<file path="src/rtl/spart_pkg.sv">
// Shared constants and state encoding for the spart register scheduler.
// Register select codes match the spart's bus, baud and status registers.
package spart_pkg;

    localparam logic [1:0] IOADDR_BUF  = 2'b00;
    localparam logic [1:0] IOADDR_STAT = 2'b01;
    localparam logic [1:0] IOADDR_DBL  = 2'b10;
    localparam logic [1:0] IOADDR_DBH  = 2'b11;

    // Raw encodings are kept as constants so older code can compare against them.
    localparam logic [2:0] ST_CFG_LO = 3'd0;
    localparam logic [2:0] ST_CFG_HI = 3'd1;
    localparam logic [2:0] ST_IDLE   = 3'd2;
    localparam logic [2:0] ST_RX_RD  = 3'd3;
    localparam logic [2:0] ST_TX_WR  = 3'd4;
    localparam logic [2:0] ST_GUARD  = 3'd5;

    typedef enum logic [2:0] {
        CFG_LO = ST_CFG_LO,
        CFG_HI = ST_CFG_HI,
        IDLE   = ST_IDLE,
        RX_RD  = ST_RX_RD,
        TX_WR  = ST_TX_WR,
        GUARD  = ST_GUARD
    } sched_state_t;

    function automatic int idx_w(input int n);
        return (n > 1) ? $clog2(n) : 1;
    endfunction

endpackage

</file>
<file path="src/rtl/spart_sched_rr_arbiter.sv">
// Combinational round-robin arbiter with a packet lock.
// While locked, only the locked requester may win so packets stay contiguous.
module rr_arbiter
    import spart_pkg::*;
#(
    parameter int NREQ = 2,
    localparam int IW = idx_w(NREQ)
) (
    input  logic [NREQ-1:0] req,
    input  logic [IW-1:0]   ptr,
    input  logic            lock_en,
    input  logic [IW-1:0]   lock_idx,
    output logic [NREQ-1:0] grant,
    output logic [IW-1:0]   grant_idx
);

    int   cand;
    logic found;

    // Search starts at ptr and wraps, so the first valid requester after the last winner is picked.
    always_comb begin
        grant     = '0;
        grant_idx = '0;
        cand      = 0;
        found     = 1'b0;
        if (lock_en) begin
            if (req[lock_idx]) begin
                grant[lock_idx] = 1'b1;
                grant_idx       = lock_idx;
            end
        end else begin
            for (int k = 0; k < NREQ; k++) begin
                cand = int'(ptr) + k;
                if (cand >= NREQ) begin
                    cand = cand - NREQ;
                end
                if (!found && req[cand]) begin
                    found       = 1'b1;
                    grant[cand] = 1'b1;
                    grant_idx   = IW'(cand);
                end
            end
        end
    end

endmodule

</file>
<file path="src/rtl/spart_sched.sv">
// Scheduler owning the spart register interface: divisor setup, RX draining, TX round-robin.
// Optional per-requester and RX byte counters are enabled by defining SPART_SCHED_STATS_EN.
module spart_sched
    import spart_pkg::*;
#(
    parameter int          NREQ      = 2,
    parameter logic [15:0] DIVISOR   = 16'h0145,
    parameter int          GUARD_CYC = 2
) (
    input  logic              clk,
    input  logic              rst,
    output logic              iocs,
    output logic              iorw,
    output logic [1:0]        ioaddr,
    output logic [7:0]        databus_o,
    output logic              databus_oe,
    input  logic [7:0]        databus_i,
    input  logic              rda,
    input  logic              tbr,
    input  logic [NREQ-1:0]   req_valid,
    input  logic [NREQ-1:0]   req_last,
    input  logic [8*NREQ-1:0] req_data,
    output logic [NREQ-1:0]   req_ready,
    output logic [7:0]        rx_data,
    output logic              rx_valid,
    output logic              cfg_done
`ifdef SPART_SCHED_STATS_EN
    ,
    output logic [16*NREQ-1:0] tx_count,
    output logic [15:0]        rx_count
`endif
);

    localparam int IW = idx_w(NREQ);
    localparam int GW = 4;

    sched_state_t    state;
    sched_state_t    state_nx;
    logic [IW-1:0]   rr_ptr;
    logic            lock_en;
    logic [IW-1:0]   lock_idx;
    logic [IW-1:0]   tx_idx;
    logic [7:0]      tx_byte;
    logic            tx_last;
    logic [GW-1:0]   guard_cnt;
    logic [NREQ-1:0] grant;
    logic [IW-1:0]   grant_idx;
    logic            take_rx;
    logic            take_tx;

    logic            bus_cs;
    logic            bus_rw;
    logic [1:0]      bus_addr;
    logic [7:0]      bus_data;
    logic            bus_oe;

    rr_arbiter #(.NREQ(NREQ)) u_arb (
        .req       (req_valid),
        .ptr       (rr_ptr),
        .lock_en   (lock_en),
        .lock_idx  (lock_idx),
        .grant     (grant),
        .grant_idx (grant_idx)
    );

    // RX service always beats TX when both are ready in the same idle cycle.
    assign take_rx   = (state == IDLE) && rda;
    assign take_tx   = (state == IDLE) && !rda && tbr && (|grant);
    assign req_ready = take_tx ? grant : '0;

    always_comb begin
        state_nx = state;
        case (state)
            CFG_LO: state_nx = CFG_HI;
            CFG_HI: state_nx = IDLE;
            IDLE: begin
                if (take_rx) begin
                    state_nx = RX_RD;
                end else if (take_tx) begin
                    state_nx = TX_WR;
                end
            end
            RX_RD:  state_nx = IDLE;
            TX_WR:  state_nx = GUARD;
            GUARD: begin
                if (guard_cnt == GW'(GUARD_CYC - 1)) begin
                    state_nx = IDLE;
                end
            end
            default: state_nx = CFG_LO;
        endcase
    end

    always_comb begin
        bus_cs   = 1'b0;
        bus_rw   = 1'b0;
        bus_addr = IOADDR_BUF;
        bus_data = 8'h00;
        bus_oe   = 1'b0;
        case (state)
            CFG_LO: begin
                bus_cs   = 1'b1;
                bus_addr = IOADDR_DBL;
                bus_data = DIVISOR[7:0];
                bus_oe   = 1'b1;
            end
            CFG_HI: begin
                bus_cs   = 1'b1;
                bus_addr = IOADDR_DBH;
                bus_data = DIVISOR[15:8];
                bus_oe   = 1'b1;
            end
            RX_RD: begin
                bus_cs   = 1'b1;
                bus_rw   = 1'b1;
                bus_addr = IOADDR_BUF;
            end
            TX_WR: begin
                bus_cs   = 1'b1;
                bus_addr = IOADDR_BUF;
                bus_data = tx_byte;
                bus_oe   = 1'b1;
            end
            default: ;
        endcase
    end

    // Reset parks the state in CFG_LO, so the bus is masked to drop any access immediately.
    assign iocs       = bus_cs & ~rst;
    assign iorw       = bus_rw & ~rst;
    assign ioaddr     = rst ? 2'b00 : bus_addr;
    assign databus_o  = rst ? 8'h00 : bus_data;
    assign databus_oe = bus_oe & ~rst;

    always_ff @(posedge clk or posedge rst) begin
        if (rst) begin
            state     <= CFG_LO;
            rr_ptr    <= '0;
            lock_en   <= 1'b0;
            lock_idx  <= '0;
            tx_idx    <= '0;
            tx_byte   <= 8'h00;
            tx_last   <= 1'b0;
            guard_cnt <= '0;
            rx_data   <= 8'h00;
            rx_valid  <= 1'b0;
            cfg_done  <= 1'b0;
        end else begin
            state    <= state_nx;
            rx_valid <= (state == RX_RD);
            if (state == RX_RD) begin
                rx_data <= databus_i;
            end
            if (state == CFG_HI) begin
                cfg_done <= 1'b1;
            end
            if (take_tx) begin
                tx_idx  <= grant_idx;
                tx_byte <= req_data[int'(grant_idx)*8 +: 8];
                tx_last <= req_last[grant_idx];
            end
            // Packet boundary bookkeeping: a last byte releases the lock and advances fairness.
            if (state == TX_WR) begin
                guard_cnt <= '0;
                if (tx_last) begin
                    lock_en <= 1'b0;
                    if (int'(tx_idx) == NREQ - 1) begin
                        rr_ptr <= '0;
                    end else begin
                        rr_ptr <= tx_idx + IW'(1);
                    end
                end else begin
                    lock_en  <= 1'b1;
                    lock_idx <= tx_idx;
                end
            end
            if (state == GUARD) begin
                guard_cnt <= guard_cnt + GW'(1);
            end
        end
    end

`ifdef SPART_SCHED_STATS_EN
    always_ff @(posedge clk or posedge rst) begin
        if (rst) begin
            tx_count <= '0;
            rx_count <= 16'h0000;
        end else begin
            if (state == RX_RD) begin
                rx_count <= rx_count + 16'd1;
            end
            if (state == TX_WR) begin
                tx_count[int'(tx_idx)*16 +: 16] <= tx_count[int'(tx_idx)*16 +: 16] + 16'd1;
            end
        end
    end
`endif

endmodule

</file>
<file path="config.mk">
export PLATFORM = sky130hd
export DESIGN_NAME = spart_sched
export DESIGN_NICKNAME = d
export VERILOG_FILES = /design/src/rtl/spart_pkg.sv /design/src/rtl/spart_sched_rr_arbiter.sv /design/src/rtl/spart_sched.sv
export SDC_FILE = /design/constraint.sdc
export NUM_CORES = 1
export LEC_CHECK = 0
export CORE_ASPECT_RATIO = 0.75
export CORE_MARGIN = 2
export CORE_UTILIZATION = 45
export CTS_BUF_LIST = sky130_fd_sc_hd__clkbuf_8
export CTS_CLUSTER_SIZE = 14
export DETAILED_ROUTE_END_ITERATION = 8
export GPL_TIMING_DRIVEN = 0
export PLACE_DENSITY = 0.89
export RECOVER_POWER = 50
export SLEW_MARGIN = 20
export SYNTH_ARGS = -nofsm -noshare
export SYNTH_HDL_FRONTEND = slang
export SYNTH_SLANG_ARGS = --single-unit
</file>
<file path="constraint.sdc">
create_clock -name clk -period 2 [get_ports clk]
set_input_delay 0.3 -clock clk [delete_from_list [all_inputs] [get_ports clk]]
set_output_delay 0.3 -clock clk [all_outputs]
set_load 0.02 [all_outputs]
</file>
* Word level (Yosys, flattened, before mapping)
Cells that the tools add are included.
Storage, ports and cells: bits of input ports 32, register bits after elaboration 30
Cells by class: shifts and indexed selects 1, bitwise gates (word level) 6, order comparisons 9, add/sub/neg operators 5, reductions and logical operators 19, mux-type cells 47, equal/unequal tests 8
Operators with widths (number):
- 32-bit 2-to-1 mux | 4
- 32-bit by 1-bit greater-or-equal comparator with 1-bit output (second input constant) | 2
- 32-bit by 3-bit < comparator with 1-bit output (second input constant) | 2
- 32-bit by 3-bit greater-or-equal comparator with 1-bit output (second input constant) | 1
- 32-bit by 3-bit subtractor with 32-bit output (second input constant) | 1
- 1-bit 2-to-1 mux | 24
- 8-bit one-hot mux with 3 select lines | 1
- 16-bit by 5-bit indexed part select with 8-bit output | 1
- 3-bit one-hot mux with 5 select lines | 1
- 2-bit 2-to-1 mux | 7
- 3-bit 2-to-1 mux | 3
- 1-bit logical AND | 8
- 4-bit 2-to-1 mux | 2
- 8-bit 2-to-1 mux | 1
- 3-bit by 2-bit equality test with 1-bit output (second input constant) | 2
- 3-bit equality test (second input constant) | 2
- 2-bit AND reduction | 3
- 4-bit by 1-bit adder with 4-bit output (second input constant) | 1
- 4-bit by 1-bit equality test with 1-bit output (second input constant) | 1
- 1-bit by 2-bit < comparator with 1-bit output (second input constant) | 2
- 2-bit one-hot mux with 2 select lines | 1
- 2-bit OR reduction | 2
- 4-bit OR reduction | 1
- 1-bit AND | 3
- 15 further kinds | 19

* Depth between registers and ports, before layout
depth after elaboration 17, gate-level depth with buffers 6, gate-level depth less buffers 4

* Modules after synthesis
From an unflattened synthesis, not the netlist that was laid out.
Second synthesis, totals: cell total of the unflattened synthesis 136, area, all modules 1535.2 µm²
By module, submodules not included:
- spart_sched | cells each 130, area each 1490.2 µm², instances 1
- rr_arbiter | cells each 6, area each 45.0 µm², instances 1

* Worst setup path before layout
OpenSTA, ideal clock, no wires.
kind flip-flop to output port, from register state[0], to output port req_ready[0], arrival time 1.390 ns, path slack 0.310 ns, stages on the path, launching flop included 6, required time 1.700 ns, path through dfrtp_1 -> buf_2 -> nor4b_1 -> o2111ai_1 -> clkbuf_1 -> inv_1
On the way: cells in the longest elaborated chain, start to end 5
RTL lines:
- from (decl) | RTL line spart_sched.sv:37 | sched_state_t state;
- from (signal assigned) | RTL line spart_sched.sv:149 | state <= state_nx;
- 3-bit by 2-bit equality test with 1-bit output | RTL line spart_sched.sv:68 | assign take_tx = (state == IDLE) && !rda && tbr && (|grant);
- 1-bit logical AND (3 in a row) | RTL line spart_sched.sv:68
- 2-bit 2-to-1 mux | RTL line spart_sched.sv:69 | assign req_ready = take_tx ? grant : '0;
- to (decl) | RTL line spart_sched.sv:23 | output logic [NREQ-1:0] req_ready,
No other way between the ends.

* Worst setup path after layout
from register state[0], to output port req_ready[1]
Same word-level chain as after synthesis.

==> flow_metrics.env <==
export IMPL_status="finished, violations left"
export IMPL_violations="negative setup slack"
export IMPL_period_minus_slack_ns=2.00
export IMPL_avgSynthCellArea_sq_um=9.60
export IMPL_drt_total_wl_mm=3.95
export IMPL_synth_most_common_cell="dfrtp_1"
export IMPL_dp_hpwl_mm=2.64
export IMPL_slew_limit_headroom_pct=23.9
export IMPL_core_sq_um=3240
export IMPL_synth_area_top_cells="dfrtp_1, nand2_1, o221a_2, a21oi_1, or2_1"
export IMPL_setup_worst_path_end_class="primary output"
export IMPL_ioPinCount=57
export IMPL_place_inst=252
export IMPL_path_clk_slew_ns=0.07
export IMPL_avgRoutedWirePerCell_microns=14.6
export IMPL_synth_edf_count=0
export IMPL_grt_pass1_vias=1261
export IMPL_area_delta_synth_final_pct=54.0
export IMPL_cts_root_buf="clkbuf_8"
export IMPL_diodes=0
export IMPL_grt_overflow_total=0
export IMPL_grt_usage_pct=21.8
export IMPL_synth_async_reset_ratio_pct=100
export IMPL_crit_fanout=8
export IMPL_ant_nets=0
export IMPL_drive_gt1_share_pct=23.4
export IMPL_drt_initial_drc_count=78
export IMPL_clockBufferDepth=2
export IMPL_via_per_inst=5.20
export IMPL_cts_tree="done"
export IMPL_setup_viol=1
export IMPL_finalMaxSlewViolations=0
export IMPL_seq_area_frac_synth_pct=50.1
export IMPL_die_area_sq_um=3810
export IMPL_setup_slack_ns=-0.00424
export IMPL_synth_seq_cells=30
export IMPL_hold_viol=0
export IMPL_drt_first_pass_iters=4
export IMPL_power_total_mw=3.03
export IMPL_num_vias=1408
export IMPL_cts_hold_repair_buffers=0
export IMPL_drc=0
export IMPL_max_freq_ghz=0.499
export IMPL_vdd_drop_max_mv=0.626
export IMPL_cp_start_kind="register"
export IMPL_fin_area_sq_um=2310
export IMPL_synthFlopType="dfrtp_1"
export IMPL_clock_sinks=30
export IMPL_hold_slack_ns=0.474
export IMPL_rr_startpoint="state[0]$_DFFE_PP0P_"
export IMPL_die_x_microns=70.6
export IMPL_syn_nets=190
export IMPL_synth_top_area_cell="dfrtp_1"
export IMPL_tightest_slew_ns=1.14
export IMPL_pre_cts_slack_ns=-0.671
export IMPL_arrival_ns=1.70
export IMPL_synth_top_area_share_pct=50.1
export IMPL_synthCells=156
export IMPL_rows=18
export IMPL_rsz0062_at_grt="true"
export IMPL_start_util_pct=46.2
export IMPL_worstSkewPairLatency_ns=0.28
export IMPL_min_from="rx_data[1]$_DFFE_PP0P_"
export IMPL_hp_class="register to register"
export IMPL_final_cells=271
export IMPL_dpl_instance_area_sq_um=2110
export IMPL_post_route_period_util_pct=100
export IMPL_cp_required_ns=1.70
export IMPL_grt_pass1_wl_mm=6.05
export IMPL_grt_max_degree=31
export IMPL_chipHeight_microns=54.0
export IMPL_p_per_area_nw_per_um2=1320
export IMPL_crit_start="state[0]$_DFFE_PP0P_"
export IMPL_finalClockSkew_ns=0.00491
export IMPL_nets=264
export IMPL_synth_area_sq_um=1500
export IMPL_p_leak_nw=1.10
export IMPL_cts_htree_levels=2
export IMPL_path_class="register to primary output"
export IMPL_ys_warn_count=0
export IMPL_io_buffers=56
export IMPL_yosysUniqueCellTypes=37
export IMPL_max_cap_violations=0
export IMPL_gp_congestion=0.805
export IMPL_cts_buffers=5
export IMPL_antenna_found_initial=0
export IMPL_synthTopCellsByCount="dfrtp_1, nand2_1, a21oi_1, nor2_1, o221a_2"
## state kept, by name, summed over array words and instances, names as in the netlist
signal and flops:
tx_idx 1, cfg_done 1, tx_byte 8, rr_ptr 1
rx_valid 1, lock_en 1, guard_cnt 4, tx_last 1
lock_idx 1, rx_data 8, state 3
## critical path, cell delays in order (launching register included)
cell and delay (ns):
dfrtp_1 0.40, buf_6 0.15, nor4b_4 0.32, nand4_1 0.19, clkbuf_8 0.21, inv_4 0.05
buf_6 0.10
## where the power goes
group	leakage (nW)	switching (mW)	internal, mW
Sequential	0.364	0.181	0.875
Combinational	0.684	0.742	0.734
Clock	0.0524	0.229	0.272
Total	1.10	1.15	1.88
## layer usage
metal / track usage (%) / wire length, microns / vias up
met5: 0 / 0 / -
met4: 8.49 / 43 / 0
met3: 8.80 / 295 / 6
met2: 33.8 / 1920 / 55
met1: 27.7 / 1690 / 663
li1: - / - / 684
## area by class of cell
cell class                      count  area [sq um]
Tap cell                           40          50.0
Inverter                            7          28.8
Sequential cell                    30           751
Fill cell                         246           937
Multi-Input combinational cell    112           717
Timing Repair Buffer               67           602
Clock buffer                        6          82.6
Buffer                              7          66.3
Clock inverter                      2          8.76
## timing repair
| action | 4_1_cts | 5_1_grt |
|---|---|---|
| pin swaps | 1 | 3 |
| hold endpoints to repair | 0 | 0 |
| buffers inserted | 1 | 10 |
| endpoints found under the setup margin | 15 | 12 |
| resized for setup | 53 | 20 |
| cloned | 0 | 0 |
## cell families (layout without fill, tap and decap cells)
family	Yosys count	after routing	synth area share, %
adders and majority gates	2	2	1.67
DFF	30	30	50.1
muxes	2	2	1.42
buffers and inverters	14	89	4.09
and+or+nand+nor	75	75	25.5
AOI/OAI and AO/OA	33	33	17.2
## placed cells by master, fill, tap and decap left out, types with 7 or more instances in the layout
cell and count:
buf_4 11, buf_2 7, clkdlybuf4s50_1 39, clkbuf_8 8, or2_1 8, a21oi_1 10
nand2_1 29, o221a_2 9, nor2_1 9, dfrtp_1 30
## final timing paths
| path | to | slack [ns] | depth (start not counted) |
|---|---|---|---|
| max | req_ready[1] | -0.004 | 6 |
| min | rx_data[1]$_DFFE_PP0P_ | 0.47 | 2 |
| max reg2reg | tx_byte[6]$_DFFE_PP0P_ | 0.10 | 7 |
| min reg2reg | rx_data[1]$_DFFE_PP0P_ | 0.47 | 2 |
| max in group asynchronous | state[2]$_DFFE_PP0P_ | 0.45 | 2 |
| min in group asynchronous | rx_data[4]$_DFFE_PP0P_ | 0.86 | 2 |
## stage by stage
stage	TNS [ns]	util, %
2_1_floorplan	0	-
3_3_place_gp	-5.67	65.0
3_5_place_dp	-5.59	65.0
4_1_cts	-0.146	69.6
5_1_grt	-0.186	71.1
6_report	-0.00424	71.1
Power figures use the tool's default switching activity.
